$ cat config.mk
export PLATFORM = sky130hd
export DESIGN_NAME = i2s_mstr_tx
export DESIGN_NICKNAME = d
export VERILOG_FILES = /design/src/rtl/i2s_pkg.sv /design/src/rtl/i2s_clk_gen.sv /design/src/rtl/i2s_mstr_tx.sv
export SDC_FILE = /design/constraint.sdc
export NUM_CORES = 1
export LEC_CHECK = 0
export CAP_MARGIN = 20
export CORE_AREA = 3 3 91 110
export CTS_CLUSTER_SIZE = 30
export DETAILED_ROUTE_END_ITERATION = 10
export DIE_AREA = 0 0 94 113
export PLACE_DENSITY = 0.81
export SYNTH_ARGS = -nofsm -noshare
export SYNTH_HDL_FRONTEND = slang
export SYNTH_HIERARCHICAL = 1
export SYNTH_SLANG_ARGS = --single-unit
$ cat constraint.sdc
create_clock -name clk -period 3.4 [get_ports clk]
set_input_delay 0.68 -clock clk [delete_from_list [all_inputs] [get_ports clk]]
set_output_delay 0.68 -clock clk [all_outputs]
set_load 0.02 [all_outputs]
$ cat src/rtl/i2s_pkg.sv
// Shared I2S framing constants, types and bit-slot helpers used by the
// transmitter and receiver.
package i2s_pkg;

  localparam int unsigned SMPL_W     = 24;
  localparam int unsigned SLOT_BITS  = 32;
  localparam int unsigned FRAME_BITS = 64;
  localparam int unsigned BIT_CNT_W  = $clog2(FRAME_BITS);
  localparam int unsigned IDX_W      = $clog2(SMPL_W);

  typedef logic [BIT_CNT_W-1:0] bit_cnt_t;

  typedef struct packed {
    logic [SMPL_W-1:0] lft;
    logic [SMPL_W-1:0] rght;
  } smpl_pair_t;

  // Serial data bit for a frame position: MSB-first sample, zero padded slot.
  function automatic logic slot_bit(input smpl_pair_t s, input bit_cnt_t b);
    logic [IDX_W-1:0] idx;
    idx      = '0;
    slot_bit = 1'b0;
    if (b < bit_cnt_t'(SMPL_W)) begin
      idx      = IDX_W'(SMPL_W - 1) - IDX_W'(b);
      slot_bit = s.lft[idx];
    end else if (b >= bit_cnt_t'(SLOT_BITS) && b < bit_cnt_t'(SLOT_BITS + SMPL_W)) begin
      idx      = IDX_W'(SMPL_W - 1) - IDX_W'(b - bit_cnt_t'(SLOT_BITS));
      slot_bit = s.rght[idx];
    end
  endfunction

  // Word select leads each slot's MSB by one bit period.
  function automatic logic ws_bit(input bit_cnt_t b);
    ws_bit = (b >= bit_cnt_t'(SLOT_BITS - 1)) && (b <= bit_cnt_t'(FRAME_BITS - 2));
  endfunction

endpackage

$ cat src/rtl/i2s_clk_gen.sv
// I2S bit clock divider and frame bit counter; fe_c flags the edge on which
// the divider wraps and the bit clock falls.
module i2s_clk_gen
  import i2s_pkg::*;
#(
  parameter int unsigned SCLK_DIV = 32
) (
  input  logic     clk,
  input  logic     rst_n,
  output logic     sclk,
  output bit_cnt_t bit_cnt,
  output logic     fe_c,
  output bit_cnt_t bit_cnt_nxt_c
);

  localparam int unsigned DIV_W = $clog2(SCLK_DIV);
  localparam int unsigned HALF  = SCLK_DIV / 2;

  logic [DIV_W-1:0] div_cnt;
  logic [DIV_W-1:0] div_nxt;

  always_comb begin
    fe_c          = (div_cnt == DIV_W'(SCLK_DIV - 1));
    div_nxt       = fe_c ? '0 : div_cnt + DIV_W'(1);
    bit_cnt_nxt_c = bit_cnt + BIT_CNT_W'(1);
  end

  // sclk is derived from the next count so it stays aligned with div_cnt.
  always_ff @(posedge clk or negedge rst_n) begin
    if (!rst_n) begin
      div_cnt <= '0;
      sclk    <= 1'b0;
      bit_cnt <= '1;
    end else begin
      div_cnt <= div_nxt;
      sclk    <= (div_nxt >= DIV_W'(HALF));
      if (fe_c) bit_cnt <= bit_cnt_nxt_c;
    end
  end

endmodule

$ cat src/rtl/i2s_mstr_tx.sv
// I2S master transmitter: single-entry sample buffer with rdy/wrt handshake.
// Define I2S_TX_UNDRN_RPT_EN to repeat the last sample on underrun (else zeros).
module i2s_mstr_tx
  import i2s_pkg::*;
#(
  parameter int unsigned SCLK_DIV = 32
) (
  input  logic              clk,
  input  logic              rst_n,
  input  logic [SMPL_W-1:0] lft_in,
  input  logic [SMPL_W-1:0] rght_in,
  input  logic              wrt,
  output logic              rdy,
  output logic              smpl_req,
  output logic              undrn,
  output logic              I2S_sclk,
  output logic              I2S_ws,
  output logic              I2S_data
);

  bit_cnt_t   bit_cnt;
  bit_cnt_t   bit_cnt_nxt;
  logic       fe;
  logic       frm_start;
  smpl_pair_t hold_q;
  smpl_pair_t tx_q;
  smpl_pair_t tx_nxt;

  i2s_clk_gen #(
    .SCLK_DIV(SCLK_DIV)
  ) u_clk_gen (
    .clk          (clk),
    .rst_n        (rst_n),
    .sclk         (I2S_sclk),
    .bit_cnt      (bit_cnt),
    .fe_c         (fe),
    .bit_cnt_nxt_c(bit_cnt_nxt)
  );

  // Frame start selects the sample for the new frame: buffer or underrun fill.
  always_comb begin
    frm_start = fe && (bit_cnt == bit_cnt_t'(FRAME_BITS - 1));
    tx_nxt    = tx_q;
    if (frm_start) begin
      if (!rdy) begin
        tx_nxt = hold_q;
      end else begin
`ifdef I2S_TX_UNDRN_RPT_EN
        tx_nxt = tx_q;
`else
        tx_nxt = '0;
`endif
      end
    end
  end

  always_ff @(posedge clk or negedge rst_n) begin
    if (!rst_n) begin
      rdy      <= 1'b1;
      smpl_req <= 1'b0;
      undrn    <= 1'b0;
      I2S_ws   <= 1'b0;
      I2S_data <= 1'b0;
      hold_q   <= '0;
      tx_q     <= '0;
    end else begin
      smpl_req <= frm_start;
      undrn    <= frm_start && rdy;
      tx_q     <= tx_nxt;
      if (fe) begin
        I2S_ws   <= ws_bit(bit_cnt_nxt);
        I2S_data <= slot_bit(tx_nxt, bit_cnt_nxt);
      end
      // A write on an underrun frame start is kept for the following frame.
      if (wrt && rdy) begin
        hold_q <= '{lft: lft_in, rght: rght_in};
        rdy    <= 1'b0;
      end else if (frm_start) begin
        rdy <= 1'b1;
      end
    end
  end

endmodule

-- Yosys cells after proc, flatten, opt, wreduce, memory -nomap -nowiden
Index checks and enable logic that the tools add are counted.
- add/sub/neg operators: 5
- order comparisons: 8
- equal/unequal tests: 2
- multiplexer cells: 11
- reductions and logical operators: 6
- operator list (kind ; number):
    $mux W48 ; 2
    $lt A5 B6 Y1 const B ; 2
    $bmux W1 S5 ; 2
    $sub A5 B5 Y5 const A ; 2
    $add A6 B1 Y6 const B ; 1
    $eq A6 B6 Y1 const B ; 1
    $ge A6 B5 Y1 const B ; 1
    $ge A6 B6 Y1 const B ; 1
    $le A6 B6 Y1 const B ; 1
    $lt A6 B5 Y1 const B ; 1
    $lt A6 B6 Y1 const B ; 1
    $mux W1 ; 6
    $add A5 B1 Y5 const B ; 1
    $eq A5 B5 Y1 const B ; 1
    $ge A5 B5 Y1 const B ; 1
    $logic_and A1 B1 Y1 ; 5
    $mux W5 ; 1
    $sub A5 B1 Y5 const B ; 1
    $reduce_bool A2 Y1 ; 1
- bits in registers: 113
- output and inout port bits: 6
- word-level logic and storage cells: 44

-- Longest topological paths before layout
- depth after elaboration: 7
- gate-level depth with buffers: 15
- depth with buffers taken out: 12

-- Hierarchy
The synthesis kept the hierarchy.
- modules (own cells, without submodules) (module ; times used ; cells an instance ; area an instance (um^2)):
    i2s_mstr_tx ; 1 ; 410 ; 4516.8
    i2s_clk_gen ; 1 ; 42 ; 524.3

-- Worst setup path before layout
No wires, ideal clock.
- kind: flip-flop to flip-flop
- from: reg u_clk_gen.div_cnt[0]
- to: reg I2S_data
- setup time: 126 ps
- arrival: 2578 ps
- data required time: 3274 ps
- slack: 696 ps
- cell stages (with the launch flop): 15
- buffers on the path: 2
- clock period less this slack: 2704 ps
- cells stage by stage: dfrtp_1 > ha_1 > and3_1 > ha_1 > nand4_1 > or2_1 > buf_6 > clkinv_2 > buf_4 > nand3b_1 > nand2_1 > a221o_1 > o211ai_2 > nand3_1 > a221o_1
- RTL lines (item ; line ; source):
    start, declared ; i2s_clk_gen.sv:19 ; logic [DIV_W-1:0] div_cnt;
    start signal, assigned ; i2s_clk_gen.sv:35 ; div_cnt <= div_nxt;
    end signal, assigned ; i2s_mstr_tx.sv:72 ; I2S_data <= slot_bit(tx_nxt, bit_cnt_nxt);
    end, declared ; i2s_mstr_tx.sv:18 ; output logic I2S_data

==> results <==
- The clock passes through at most 2 buffers.
- Yosys printed 6 warnings.
- The slowest cell on the critical path is sky130_fd_sc_hd__clkinv_2.
- The number of buffers inserted to repair setup after CTS is 0.
- In the global route stage, overall resource usage came out at 0.2057.
- The CTS tree is done.
- The hold buffer count at cts is 0.
- Setup violations remaining at the end of the flow were counted as 0.
- The run finished with clean final reports.
- The root buffer cell chosen for the clock tree is sky130_fd_sc_hd__clkbuf_8.
- For met1 alone, demand over resource in global routing was 0.2670.
- For this run, the slowest stage of the critical path takes 0.43 ns.
- The largest driver fanout on the critical path is 39.
- After floorplanning, the core was divided into 38 placement rows.
- The floorplan step set the die width to 94 um.
- At the worst endpoint, the required time is 3.65 ns.
- The synthesized design contains 0 enable-type register cells.
- The post-synthesis sequential area ratio is 0.5577.
- The mapped netlist covers 0.005041 mm^2.
- The number of nets in the layout is 558.
- The number of routed nets with antenna violations is 0.
- Dividing total power by cell area gives a power density of 357.1 mW/mm^2.
- The final sum of negative setup slack is 0 ns.
- The fraction of met3 tracks used by global routing is 0.03125.
- The power consumption is 2084 uW.
- The wire length of the first global-routing pass is 17.08 mm.
- The port buffer count is 56.
- The region available for standard cell placement spans 0.009034 mm^2.
- For the pin with the worst max-slew slack, the measured transition is 0.7892 ns.
- The clock transition at the registers of the reported paths is 0.09 ns.
- Counting flops and latches in the post-synthesis netlist gives 112.
- The I/O pin total is 57.
- Static timing analysis puts the maximum clock frequency at 0.3196 GHz.
- The worst min-delay path category is input pin to async pin.
- The max-slew headroom at the worst pin is 0.4721.
- The category of the most critical setup path is register to register.
- The number of cells upsized or downsized after cts is 0.
- The critical path goes through ha_1, and3_1, ha_1, nand4_1, or2_1, clkinv_2, nand3b_1, nand2_1, a221o_1, o211ai_2, nand3_1, a221o_1.
- The number of endpoints with negative hold slack in the final report came to 0.
- For this design the static power due to leakage is 0.002816 uW.
- The tree built by TritonCTS fans out to 112 sinks.
- The share of synthesized registers carrying an async set or reset is 1.000.
- The H-tree generated during clock tree synthesis spans 3 levels.
- The die height is 113 um.
- The most used flip-flop cell after synthesis is sky130_fd_sc_hd__dfrtp_1.
- The overall via count from detail_route is 3409.
- The global routing met2 resource utilization is 0.3453.
- The initial utilization of the core area, before any placement, comes to 0.5580.
- The congestion estimate from routability-driven global placement came to 0.8614.
- Setup repair after global routing left no endpoint under its margin.
- Of the available clock period, the critical path in the final layout requires 0.9202.
- The routed design could run at a clock period as short as 3.129 ns.
- The total nets after synthesis is 509.
- Entering global routing, the biggest net connects 68 pins.
- The post-detailed-routing wire length is 10.03 mm.
- For this run, the detailed router's first-pass iteration total came to 4.
- The placed wire-length estimate after detailed placement is 7.034 mm.
- The filler cell count in the final layout is 724.
- Dividing the detail-routed wire length by the instance count gives 16.13 um.
- The count of final max-slew check failures came to 0.
- The remaining design rule violation count is 0.
- The startpoint type of the worst setup path is a register.
- The post-synthesis to final-layout area growth is 15.79%.
- The total global routing overflow is 0.
- The initial antenna violation count came to 0.
- For this block, the initial DRC count from the detailed router was 227.
- The layer flagged by global routing as most heavily used is met2.
- The number of max-capacitance violations reported is 0.
- The gate count after technology mapping is 452.
- The repair_antennas step left the layout with diodes totalling 0.
- The later pin in the worst-skew pair is clocked with a latency of 0.37 ns.
- In the layout the commonest cells are sky130_fd_sc_hd__dfrtp_1, sky130_fd_sc_hd__nand2_1, sky130_fd_sc_hd__clkdlybuf4s50_1, sky130_fd_sc_hd__mux2_2, sky130_fd_sc_hd__nand3b_1.
- The floorplan step defined a die boundary enclosing 0.01062 mm^2.
- The number of global-route vias before repair is 3489.
- The critical path endpoint category is a register.
- The number of buffers created by CTS is 9.
- After detailed routing, the number of vias per cell comes to 5.481.
- At the worst endpoint, the arrival time is 3.38 ns.
- The worst-case vdd ir drop is 230.3 uV.
- The number of unique standard cell types used by synthesis is 54.
- The fraction of final layout cells sized beyond drive strength 1 is 0.1753.
- For the final database, setup skew stands at 0.01086 ns.
- The most common cell after layout, fill and taps aside is sky130_fd_sc_hd__dfrtp_1.
- The average footprint of a synthesized cell is 11.15 um^2.
## metrics by stage
step	worst slack, ns	hold slack, ns	utilization	cells	instance area [um^2]
3_5_place_dp	0.2848	0.4494	0.6296	610	5688
2_1_floorplan	0.6964	0.3844	-	452	5041
3_3_place_gp	0.4094	0.4394	0.6296	610	5688
4_1_cts	0.2573	0.3253	0.6461	622	5837
5_1_grt	0.06665	0.3399	0.6461	622	5837
6_report	0.2712	0.3131	0.6461	622	5837
## cell families after synthesis
logic type | Yosys count | synth area share
fa+ha+maj | 6 | 0.01489
buf+inv | 38 | 0.03698
compound gates | 59 | 0.07844
flops | 112 | 0.5577
simple gates | 175 | 0.1795
xor+xnor | 11 | 0.01911
mux | 51 | 0.1134
## synth_stat cells (6+ instances only)
master                     instances  area share
sky130_fd_sc_hd__nand2_1          81       0.060
sky130_fd_sc_hd__clkbuf_1         14       0.010
sky130_fd_sc_hd__nand2b_1         12       0.015
sky130_fd_sc_hd__o22ai_1          10       0.012
sky130_fd_sc_hd__dfstp_2           7       0.036
sky130_fd_sc_hd__nand3b_1         35       0.052
sky130_fd_sc_hd__nand3_1          14       0.014
sky130_fd_sc_hd__dfrtp_1         105        0.52
sky130_fd_sc_hd__buf_2             6      0.0060
sky130_fd_sc_hd__mux2_2           49        0.11
sky130_fd_sc_hd__ha_1              6       0.015
sky130_fd_sc_hd__xnor2_1           7       0.012
sky130_fd_sc_hd__inv_1            10      0.0074
sky130_fd_sc_hd__nor2_1           11      0.0082
sky130_fd_sc_hd__o21ai_0          23       0.023
## where the power goes
part	switching, uW	internal [uW]
registers	0	1330
logic	32.0	52.1
clock network	398	271
total	430	1650
## flip-flops by register name, summed over array words and instances (netlist names)
| register | count |
|---|---|
| u_clk_gen/bit_cnt | 6 |
| I2S_data | 1 |
| tx_q | 48 |
| u_clk_gen/div_cnt | 5 |
| I2S_ws | 1 |
| undrn | 1 |
| rdy | 1 |
| hold_q | 48 |
| smpl_req | 1 |
## layer usage
metal	vias to the layer above	routed length [um]	share of wire
met3	15	378	0.038
met5	-	0	0
li1	1653	-	-
met1	1665	4373	0.44
met2	76	5057	0.50
met4	0	222	0.022
## layout make-up
type	count	area, um^2	area share
clock buffers	11	141.4	0.02422
well taps	120	150.1	0.02572
inverters	11	42.54	0.007288
repair buffers	65	638.1	0.1093
multi-input cells	302	2046	0.3505
flip-flops and latches	112	2811	0.4817
clock inverters	1	7.507	0.001286
## critical path, delay by kind of cell, from the launching register on
kind / cells / cell delay (ns)
and+or+nand+nor: 6 / 0.93
adders and majority gates: 2 / 0.43
AOI/OAI and AO/OA: 3 / 0.83
buffers and inverters: 1 / 0.43
DFF: 1 / 0.40
## final timing paths
check                                          start                    to  slack [ns]  depth (start not counted)
worst max-delay path            u_clk_gen/div_cnt[0]              I2S_data        0.27                         12
worst min-delay path                           rst_n            hold_q[20]        0.31                          1
worst max register to register  u_clk_gen/div_cnt[0]              I2S_data        0.27                         12
worst min register to register  u_clk_gen/div_cnt[0]  u_clk_gen/div_cnt[0]        0.46                          1
max in group asynchronous                      rst_n                   rdy        2.28                          2
min in group clk                u_clk_gen/div_cnt[0]  u_clk_gen/div_cnt[0]        0.46                          1
Power figures use the tool's default switching activity.
